$ cat src/rtl/gene_pkg.sv
// Shared constants, base encoding and controller state set for the
// gene-alignment stripe sequencer.
package gene_pkg;
   localparam int N_PE     = 64;
   localparam int SEQ_LEN  = 1024;
   localparam int N_STRIPE = SEQ_LEN / N_PE;
   localparam int SCORE_W  = 14;
   localparam int TIMEOUT  = 2000;
   localparam int ACC_W    = 11;

   localparam logic [ACC_W-1:0] SEQ_END     = ACC_W'(SEQ_LEN);
   localparam logic [ACC_W-1:0] LAST_ADDR   = ACC_W'(SEQ_LEN - 1);
   localparam logic [ACC_W-1:0] TIMEOUT_J   = ACC_W'(TIMEOUT);
   localparam logic [3:0]       LAST_STRIPE = 4'(N_STRIPE - 1);

   typedef enum logic [1:0] {BASE_A, BASE_C, BASE_G, BASE_T} base_t;

   typedef enum logic [2:0] {
      S_IDLE, S_LOAD_B, S_SET_B, S_STREAM, S_DRAIN, S_TRACE, S_DONE
   } state_t;
endpackage

$ cat src/rtl/gene_stripe_ctrl.sv
// Stripe sequencer feeding PE_array_64: loads each stripe's reference row,
// streams query bases from the running offset, and tracks per-stripe results.
module gene_stripe_ctrl
   import gene_pkg::*;
(
   input  logic                 i_clk,
   input  logic                 i_rst,
   input  logic                 i_go,
   output logic [3:0]           o_b_row,
   input  logic [2*N_PE-1:0]    i_b_row,
   output logic [9:0]           o_a_addr,
   input  logic [1:0]           i_a_data,
   output logic                 o_pe_start,
   output logic [2*N_PE-1:0]    o_pe_B,
   output logic [1:0]           o_pe_A,
   input  logic                 i_stripe_end,
   input  logic [9:0]           i_start_position,
   input  logic [9:0]           i_end_position,
   input  logic [SCORE_W-1:0]   i_max_score,
   output logic                 o_stripe_valid,
   output logic [3:0]           o_stripe_idx,
   output logic [ACC_W-1:0]     o_abs_end,
   output logic [SCORE_W-1:0]   o_stripe_score,
   output logic [SCORE_W-1:0]   o_best_score,
   output logic [3:0]           o_best_stripe,
   output logic                 o_busy,
   output logic                 o_trace,
   output logic                 o_done,
   output logic                 o_error
);

   state_t           state;
   logic [3:0]       stripe;
   logic [ACC_W-1:0] start_acc;
   logic [ACC_W-1:0] j;
   logic             vld_p0;
   logic             stripe_end_p0;

   // Offsets past 2047 pin at 2047 so later stripes skip streaming.
   function automatic logic [ACC_W-1:0] sat_add(input logic [ACC_W-1:0] acc,
                                                input logic [9:0] inc);
      logic [ACC_W:0] sum;
      sum = {1'b0, acc} + {2'b00, inc};
      return sum[ACC_W] ? {ACC_W{1'b1}} : sum[ACC_W-1:0];
   endfunction

   always_ff @(posedge i_clk or posedge i_rst) begin
      if (i_rst) begin
         state          <= S_IDLE;
         stripe         <= '0;
         start_acc      <= '0;
         j              <= '0;
         vld_p0         <= 1'b0;
         stripe_end_p0  <= 1'b0;
         o_b_row        <= '0;
         o_a_addr       <= '0;
         o_pe_start     <= 1'b0;
         o_pe_B         <= '0;
         o_pe_A         <= '0;
         o_stripe_valid <= 1'b0;
         o_stripe_idx   <= '0;
         o_abs_end      <= '0;
         o_stripe_score <= '0;
         o_best_score   <= '0;
         o_best_stripe  <= '0;
         o_busy         <= 1'b0;
         o_trace        <= 1'b0;
         o_done         <= 1'b0;
         o_error        <= 1'b0;
      end else begin
         o_stripe_valid <= 1'b0;
         o_done         <= 1'b0;
         stripe_end_p0  <= i_stripe_end;
         // p0 -> output: A data returned for the address issued last cycle
         o_pe_start     <= vld_p0;
         o_pe_A         <= vld_p0 ? i_a_data : 2'b00;
         vld_p0         <= 1'b0;

         case (state)
            S_IDLE: begin
               if (i_go) begin
                  start_acc     <= '0;
                  stripe        <= '0;
                  o_best_score  <= '0;
                  o_best_stripe <= '0;
                  o_error       <= 1'b0;
                  o_b_row       <= '0;
                  o_stripe_idx  <= '0;
                  o_busy        <= 1'b1;
                  state         <= S_LOAD_B;
               end
            end
            S_LOAD_B: begin
               o_stripe_idx <= stripe;
               state        <= S_SET_B;
            end
            S_SET_B: begin
               o_pe_B   <= i_b_row;
               j        <= start_acc;
               o_a_addr <= start_acc[9:0];
               state    <= (start_acc < SEQ_END) ? S_STREAM : S_DRAIN;
            end
            S_STREAM, S_DRAIN: begin
               if (i_stripe_end) begin
                  o_pe_start     <= 1'b0;
                  o_pe_A         <= 2'b00;
                  o_stripe_valid <= 1'b1;
                  o_abs_end      <= {1'b0, i_end_position} + start_acc;
                  o_stripe_score <= i_max_score;
                  start_acc      <= sat_add(start_acc, i_start_position);
                  if (i_max_score > o_best_score) begin
                     o_best_score  <= i_max_score;
                     o_best_stripe <= stripe;
                  end
                  if (stripe == LAST_STRIPE) begin
                     o_trace <= 1'b1;
                     state   <= S_TRACE;
                  end else begin
                     stripe  <= stripe + 4'd1;
                     o_b_row <= stripe + 4'd1;
                     state   <= S_LOAD_B;
                  end
               end else if (j >= TIMEOUT_J) begin
                  o_error <= 1'b1;
                  o_done  <= 1'b1;
                  state   <= S_DONE;
               end else begin
                  j <= j + 11'd1;
                  if (state == S_STREAM) begin
                     vld_p0   <= 1'b1;
                     o_a_addr <= j[9:0] + 10'd1;
                     if (j == LAST_ADDR) state <= S_DRAIN;
                  end
               end
            end
            S_TRACE: begin
               // Only a fresh rising edge ends traceback, never the entry pulse.
               if (i_stripe_end && !stripe_end_p0) begin
                  o_trace <= 1'b0;
                  o_done  <= 1'b1;
                  state   <= S_DONE;
               end
            end
            S_DONE: begin
               o_busy <= 1'b0;
               state  <= S_IDLE;
            end
            default: state <= S_IDLE;
         endcase
      end
   end

endmodule
$ cat config.mk
export PLATFORM = sky130hd
export DESIGN_NAME = gene_stripe_ctrl
export DESIGN_NICKNAME = d
export VERILOG_FILES = /design/src/rtl/gene_pkg.sv /design/src/rtl/gene_stripe_ctrl.sv
export SDC_FILE = /design/constraint.sdc
export NUM_CORES = 1
export LEC_CHECK = 0
export ABC_AREA = 1
export ABC_CLOCK_PERIOD_IN_PS = 11800
export CORE_MARGIN = 2
export CORE_UTILIZATION = 50
export CTS_BUF_LIST = sky130_fd_sc_hd__clkbuf_8 sky130_fd_sc_hd__clkbuf_16
export CTS_CLUSTER_SIZE = 16
export DETAILED_ROUTE_END_ITERATION = 10
export PLACE_DENSITY = 0.87
export SYNTH_ARGS = -nofsm -noshare
export SYNTH_HDL_FRONTEND = slang
export SYNTH_SLANG_ARGS = --single-unit
$ cat constraint.sdc
create_clock -name i_clk -period 11.8 [get_ports i_clk]
set_input_delay 2.36 -clock i_clk [delete_from_list [all_inputs] [get_ports i_clk]]
set_output_delay 2.36 -clock i_clk [all_outputs]
set_load 0.02 [all_outputs]
==> flow_metrics.env, run 1 <==
export IMPL_cts_hold_buf=0
export IMPL_slew_violations=0
export IMPL_fmax_mhz=226
export IMPL_num_rows=53
export IMPL_layout_setup_ws_ps=7370
export IMPL_leakage_uw=0.00773
export IMPL_syn_to_final_growth_pct=43.1
export IMPL_clkPwrFrac=0.173
export IMPL_power_frac_seq=0.311
export IMPL_dp_hpwl_um=24700
export IMPL_crit_path_end_kind="asynchronous set/reset pin"
export IMPL_layout_drive_gt1_share=0.0387
export IMPL_vias=10155
export IMPL_fin_tns_setup_ps=0
export IMPL_final_cell_mix="nand2_1 (674), clkdlybuf4s50_1 (364), dfrtp_1 (224), inv_1 (108), nand3_1 (77)"
export IMPL_clk_transition_reported_paths_ps=60
export IMPL_critical_path_class="in -> async"
export IMPL_yosys_area_top_type="dfrtp_1"
export IMPL_multiInputGateArea_um2=4380
export IMPL_ys_types=36
export IMPL_portBuffers=364
export IMPL_ant_nets=0
export IMPL_max_stage_delay_ps=770
export IMPL_crit_arrival_ps=4970
export IMPL_switching_share=0.435
export IMPL_ctsResizeCount=0
export IMPL_ir_worst_vdd_mv=0.170
export IMPL_slew_headroom=0.317
export IMPL_cts_tree="built"
export IMPL_finalCriticalPeriod_ps=4430
export IMPL_p_switching_uw=1860
export IMPL_drt_initial_drc_count=563
export IMPL_maxCapViolCount=0
export IMPL_hold_class="reg -> reg"
export IMPL_combPwrFrac=0.515
export IMPL_startpoint_type="input pin"
export IMPL_fin_crit_sh=0.375
export IMPL_p_int_uw=2420
export IMPL_fillCellCount=1517
export IMPL_synth_area_um2=10600
export IMPL_start_util=0.507
export IMPL_yosys_warnings=0
export IMPL_crit_top_cell="buf_4"
export IMPL_insertion_delay_ps=530
export IMPL_cts_made_buffers=24
export IMPL_io_pins=365
export IMPL_first_pass_iters=5
export IMPL_grt_setup_unrepaired="no"
export IMPL_clock_skew_ps=25.7
export IMPL_hold_viol_final=0
export IMPL_final_nets=1897
export IMPL_synthesis_nets=1549
export IMPL_grt_pass1_wl_um=51800
export IMPL_outcome="finished, final reports clean"
export IMPL_cp_top_family="buffers and inverters"
export IMPL_cts_root_buf="clkbuf_16"
export IMPL_regArea_um2=5610
export IMPL_crit_fanout=95
export IMPL_cts_num_sinks=224
export IMPL_core_um2=21000
export IMPL_clock_path_buffers=3
export IMPL_final_util=0.726
export IMPL_worst_pin_slew_ps=1020
export IMPL_gr_total_overflow=0
export IMPL_cp_cell_sequence="clkdlybuf4s50_1, inv_8, buf_4, buf_4"
export IMPL_grt_max_degree=104
export IMPL_grt_pass1_vias=9807
export IMPL_route_detailed_drc=0
export IMPL_grt_usage=0.294
export IMPL_path_buf_inv=4
export IMPL_finalSetupViolations=0
export IMPL_vias_per_cell=5.12
export IMPL_syn_instance_count=1342
export IMPL_synth_seq_area_share=0.527
export IMPL_required_ps=12340
export IMPL_routed_wirelength_um=34300
export IMPL_cts_setup_buffers=0
export IMPL_ys_ff_latch=224
export IMPL_routabilityCongestion=0.902
export IMPL_yosysTopAreaCellShare=0.527
export IMPL_layout_commonest_cell="nand2_1"
export IMPL_antenna_found_initial=2
export IMPL_die_w_um=150
export IMPL_wl_per_cell_um=17.3
export IMPL_synthTopCellsByArea="dfrtp_1 (53%), nand2_1 (24%), ha_1 (4.4%)"
export IMPL_crit_slowest_cell="buf_4"
export IMPL_h_tree_depth=1
export IMPL_p_per_area_nw_per_um2=281
export IMPL_die_area_um2=22400
export IMPL_pre_cts_ws_ps=6690
export IMPL_dieHeight_um=150
export IMPL_synth_avg_cell_area_um2=7.92
==> area by class of cell <==
cell class	instances	share of cell area
Antenna cell	3	0.000494
Tap cell	275	0.0226
Sequential cell	224	0.369
Clock inverter	15	0.00905
Clock buffer	27	0.0422
Inverter	109	0.0276
Timing Repair Buffer	368	0.242
Multi-Input combinational cell	963	0.288
==> worst reg2reg max path: stages (launching register included) <==
cell and delay, ps:
dfrtp_1 430, inv_2 140, nand3_4 340, inv_4 510, buf_4 750, nand2_1 220
nand2_1 110
==> worst paths after layout <==
| check | from | to | slack [ps] | depth (start not counted) |
|---|---|---|---|---|
| worst max-delay path | i_rst | o_pe_B[27] | 7370 | 4 |
| worst min-delay path | o_pe_B[34] | o_pe_B[34] | 480 | 2 |
| worst max register to register | state[2] | o_pe_B[89] | 9210 | 6 |
| worst min register to register | o_pe_B[34] | o_pe_B[34] | 480 | 2 |
| max in group i_clk | stripe[2] | o_b_row[2] | 7830 | 1 |
| min in group asynchronous | i_rst | o_pe_B[71] | 2330 | 2 |
==> registers in the layout, summed over array words and instances (netlist names), 4 cells and up <==
register and cells:
o_pe_B 128, start_acc 11, o_stripe_idx 4, o_abs_end 11, o_best_stripe 4, o_a_addr 10
stripe 4, o_stripe_score 14, o_best_score 14, j 11
==> layer usage <==
| metal | global-route usage | vias to the layer above | wire (um) | part of all wire |
|---|---|---|---|---|
| li1 | - | 4847 | - | - |
| met1 | 0.350 | 4794 | 13000 | 0.38 |
| met2 | 0.496 | 414 | 16600 | 0.48 |
| met3 | 0.0768 | 100 | 3000 | 0.087 |
| met4 | 0.148 | 0 | 1720 | 0.050 |
| met5 | 0 | - | 0 | 0 |
==> synthesized netlist by cell type (all sizes together) <==
library cell  instances
o21ai                53
nor2                 56
inv                 109
xnor2                 5
buf                  41
nand4                 6
and3                  2
o21bai                2
a31oi                 1
nand2               680
or2                   3
nor3                  8
ha                   37
dfrtp               224
o21a                  1
o22ai                 1
nand3b                2
a21oi                19
nand3                80
and2                  1
a22oi                 1
xor2                  2
a21boi                1
fa                    2
clkbuf                5
==> kinds of logic after synthesis <==
group	after synthesis	synth area share
flip-flops	224	0.527
AND/OR/NAND/NOR	838	0.317
buffers and inverters	155	0.0618
adder cells (fa/ha/maj)	39	0.0473
XOR/XNOR	7	0.00577
AO/OA/AOI/OAI	79	0.0407
==> per-stage QoR <==
stage / hold WS, ps / total power (uW) / cell area (um^2) / cells
2_1_floorplan: 479 / 2560 / 10600 / 1342
3_3_place_gp: 461 / 3450 / 14400 / 1939
4_1_cts: 481 / 4290 / 15200 / 1981
6_report: 476 / 4280 / 15200 / 1984
3_5_place_dp: 464 / 3520 / 14400 / 1939
5_1_grt: 492 / 4540 / 15200 / 1983
==> power groups by stage <==
stage          Clock, uW  Combinational (uW)  Sequential, uW
6_report             742                2200            1330
3_5_place_dp           0                2180            1330
5_1_grt              788                2380            1370
4_1_cts              755                2210            1330
3_3_place_gp           0                2130            1320
2_1_floorplan          0                 902            1660
No activity file was read; power rests on OpenSTA's default activity.
==> inputs of run 2 (changes only) <==
Settings changed: ABC_CLOCK_PERIOD_IN_PS 11800 to 4510, CORE_UTILIZATION 50 to 46, PLACE_DENSITY 0.87 to 0.81.
Clock period 11.8 ns to 4.51 ns, I/O delays scaled along.
==> run 2 against run 1 <==
  * Routed wire length up 1.6%
  * Total power rose to 2.6 times the previous value
  * Sequential power rose to 2.6 times the previous value
  * Worst setup slack got worse by 5400 ps
  * Non-clock buffer count rose by 1
  * Clock power increased to 2.7 times the previous value
  * Largest power group unchanged
  * Highest routed layer unchanged
==> flow_metrics.env, run 2 (synthesized netlist as in run 1, its figures left out) <==
export IMPL_clk_transition_reported_paths_ps=60
export IMPL_p_per_area_nw_per_um2=736
export IMPL_layout_drive_gt1_share=0.0409
export IMPL_clock_skew_ps=8.92
export IMPL_num_rows=55
export IMPL_cts_made_buffers=25
export IMPL_crit_path_end_kind="output pin"
export IMPL_grt_usage=0.276
export IMPL_ant_nets=0
export IMPL_regMostFlops="o_pe_B"
export IMPL_gr_total_overflow=0
export IMPL_finalCriticalPeriod_ps=2580
export IMPL_clock_path_buffers=3
export IMPL_fmax_mhz=388
export IMPL_dp_cells=1950
export IMPL_path_buf_inv=1
export IMPL_slew_violations=0
export IMPL_crit_fanout=3
export IMPL_wl_per_cell_um=17.4
export IMPL_cp_top_family="buffers and inverters"
export IMPL_crit_arrival_ps=1680
export IMPL_final_nets=1899
export IMPL_grt_pass1_vias=9735
export IMPL_critical_path_class="reg -> out"
export IMPL_outcome="finished, final reports clean"
export IMPL_die_area_um2=24300
export IMPL_hold_viol_final=0
export IMPL_first_pass_iters=7
export IMPL_vias_per_cell=5.04
export IMPL_cts_root_buf="clkbuf_16"
export IMPL_r2r_setup_slack_ps=1950
export IMPL_grt_pass1_wl_um=52500
export IMPL_h_tree_depth=1
export IMPL_fin_crit_sh=0.572
export IMPL_required_ps=3610
export IMPL_largest_register_ff_count=128
export IMPL_insertion_delay_ps=520
export IMPL_routabilityCongestion=0.886
export IMPL_ir_worst_vdd_mv=0.359
export IMPL_grt_max_degree=117
export IMPL_syn_to_final_growth_pct=43.8
export IMPL_routed_wirelength_um=34800
export IMPL_cts_tree="built"
export IMPL_start_util=0.469
export IMPL_layout_commonest_cell="nand2_1"
export IMPL_cts_setup_buffers=0
export IMPL_startpoint_type="register"
export IMPL_final_cell_mix="nand2_1 (674), clkdlybuf4s50_1 (364), dfrtp_1 (224), inv_1 (108), nand3_1 (77)"
export IMPL_slew_headroom=0.362
export IMPL_die_w_um=156
export IMPL_cp_cell_sequence="clkdlybuf4s50_1"
export IMPL_fillCellCount=1821
export IMPL_drt_initial_drc_count=720
export IMPL_leakage_uw=0.00777
export IMPL_core_um2=22600
export IMPL_finalSetupViolations=0
export IMPL_crit_slowest_cell="clkdlybuf4s50_1"
export IMPL_top_regs="o_pe_B: 128 flops, o_best_score: 14 flops, o_stripe_score: 14 flops"
export IMPL_ctsResizeCount=0
export IMPL_fin_tns_setup_ps=0
export IMPL_route_detailed_drc=0
export IMPL_dp_hpwl_um=25400
export IMPL_max_stage_delay_ps=780
export IMPL_vias=10067
export IMPL_cts_hold_buf=0
export IMPL_io_pins=365
export IMPL_cts_num_sinks=224
export IMPL_hold_class="reg -> reg"
export IMPL_maxCapViolCount=0
export IMPL_portBuffers=364
export IMPL_dieHeight_um=156
export IMPL_antenna_found_initial=3
export IMPL_stdcell_count=1999
export IMPL_grt_setup_unrepaired="no"
export IMPL_worst_pin_slew_ps=957
run 2: metrics by stage:
| stage | setup WS, ps | hold WS, ps | utilization | total power (uW) | cell area, um^2 |
|---|---|---|---|---|---|
| floorplan | 684 | 479 | - | 6700 | 10600 |
| global placement | 1620 | 460 | 0.639 | 9130 | 14500 |
| detailed placement | 1540 | 464 | 0.639 | 9250 | 14500 |
| CTS | 1890 | 480 | 0.675 | 11300 | 15300 |
| global route | 1750 | 485 | 0.675 | 12000 | 15300 |
| finish | 1930 | 474 | 0.675 | 11300 | 15300 |
run 2: path summary, 6_finish.rpt:
check	from	endpoint	depth (start not counted)
max	o_best_score[13]	o_best_score[13]	1
min	o_abs_end[9]	o_abs_end[9]	2
max reg2reg	state[2]	o_pe_B[124]	6
min reg2reg	o_abs_end[9]	o_abs_end[9]	2
max in group asynchronous	i_rst	o_pe_B[117]	3
min in group asynchronous	i_rst	o_pe_B[24]	2
run 2: report_power, final:
group	total, uW	switching (uW)	internal (uW)
Clock	2030	838	1190
Sequential	3470	580	2890
Combinational	5760	3450	2310
Total	11300	4870	6390
run 2: per-layer routing:
metal  global-route usage  routed length [um]  up-vias
li1                     -                   -     4854
met1                0.335               13400     4736
met2                0.458               16700      378
met3               0.0697                2950       99
met4                0.140                1730        0
met5                    0                   0        -
run 2: area by class of cell:
cell class                      instances  area, um^2  share of cell area
Antenna cell                            4        10.0            0.000655
Clock buffer                           29         681              0.0445
Clock inverter                         16         134             0.00876
Inverter                              109         415              0.0272
Multi-Input combinational cell        963        4380               0.286
Sequential cell                       224        5610               0.367
Tap cell                              285         357              0.0233
Timing Repair Buffer                  369        3710               0.242
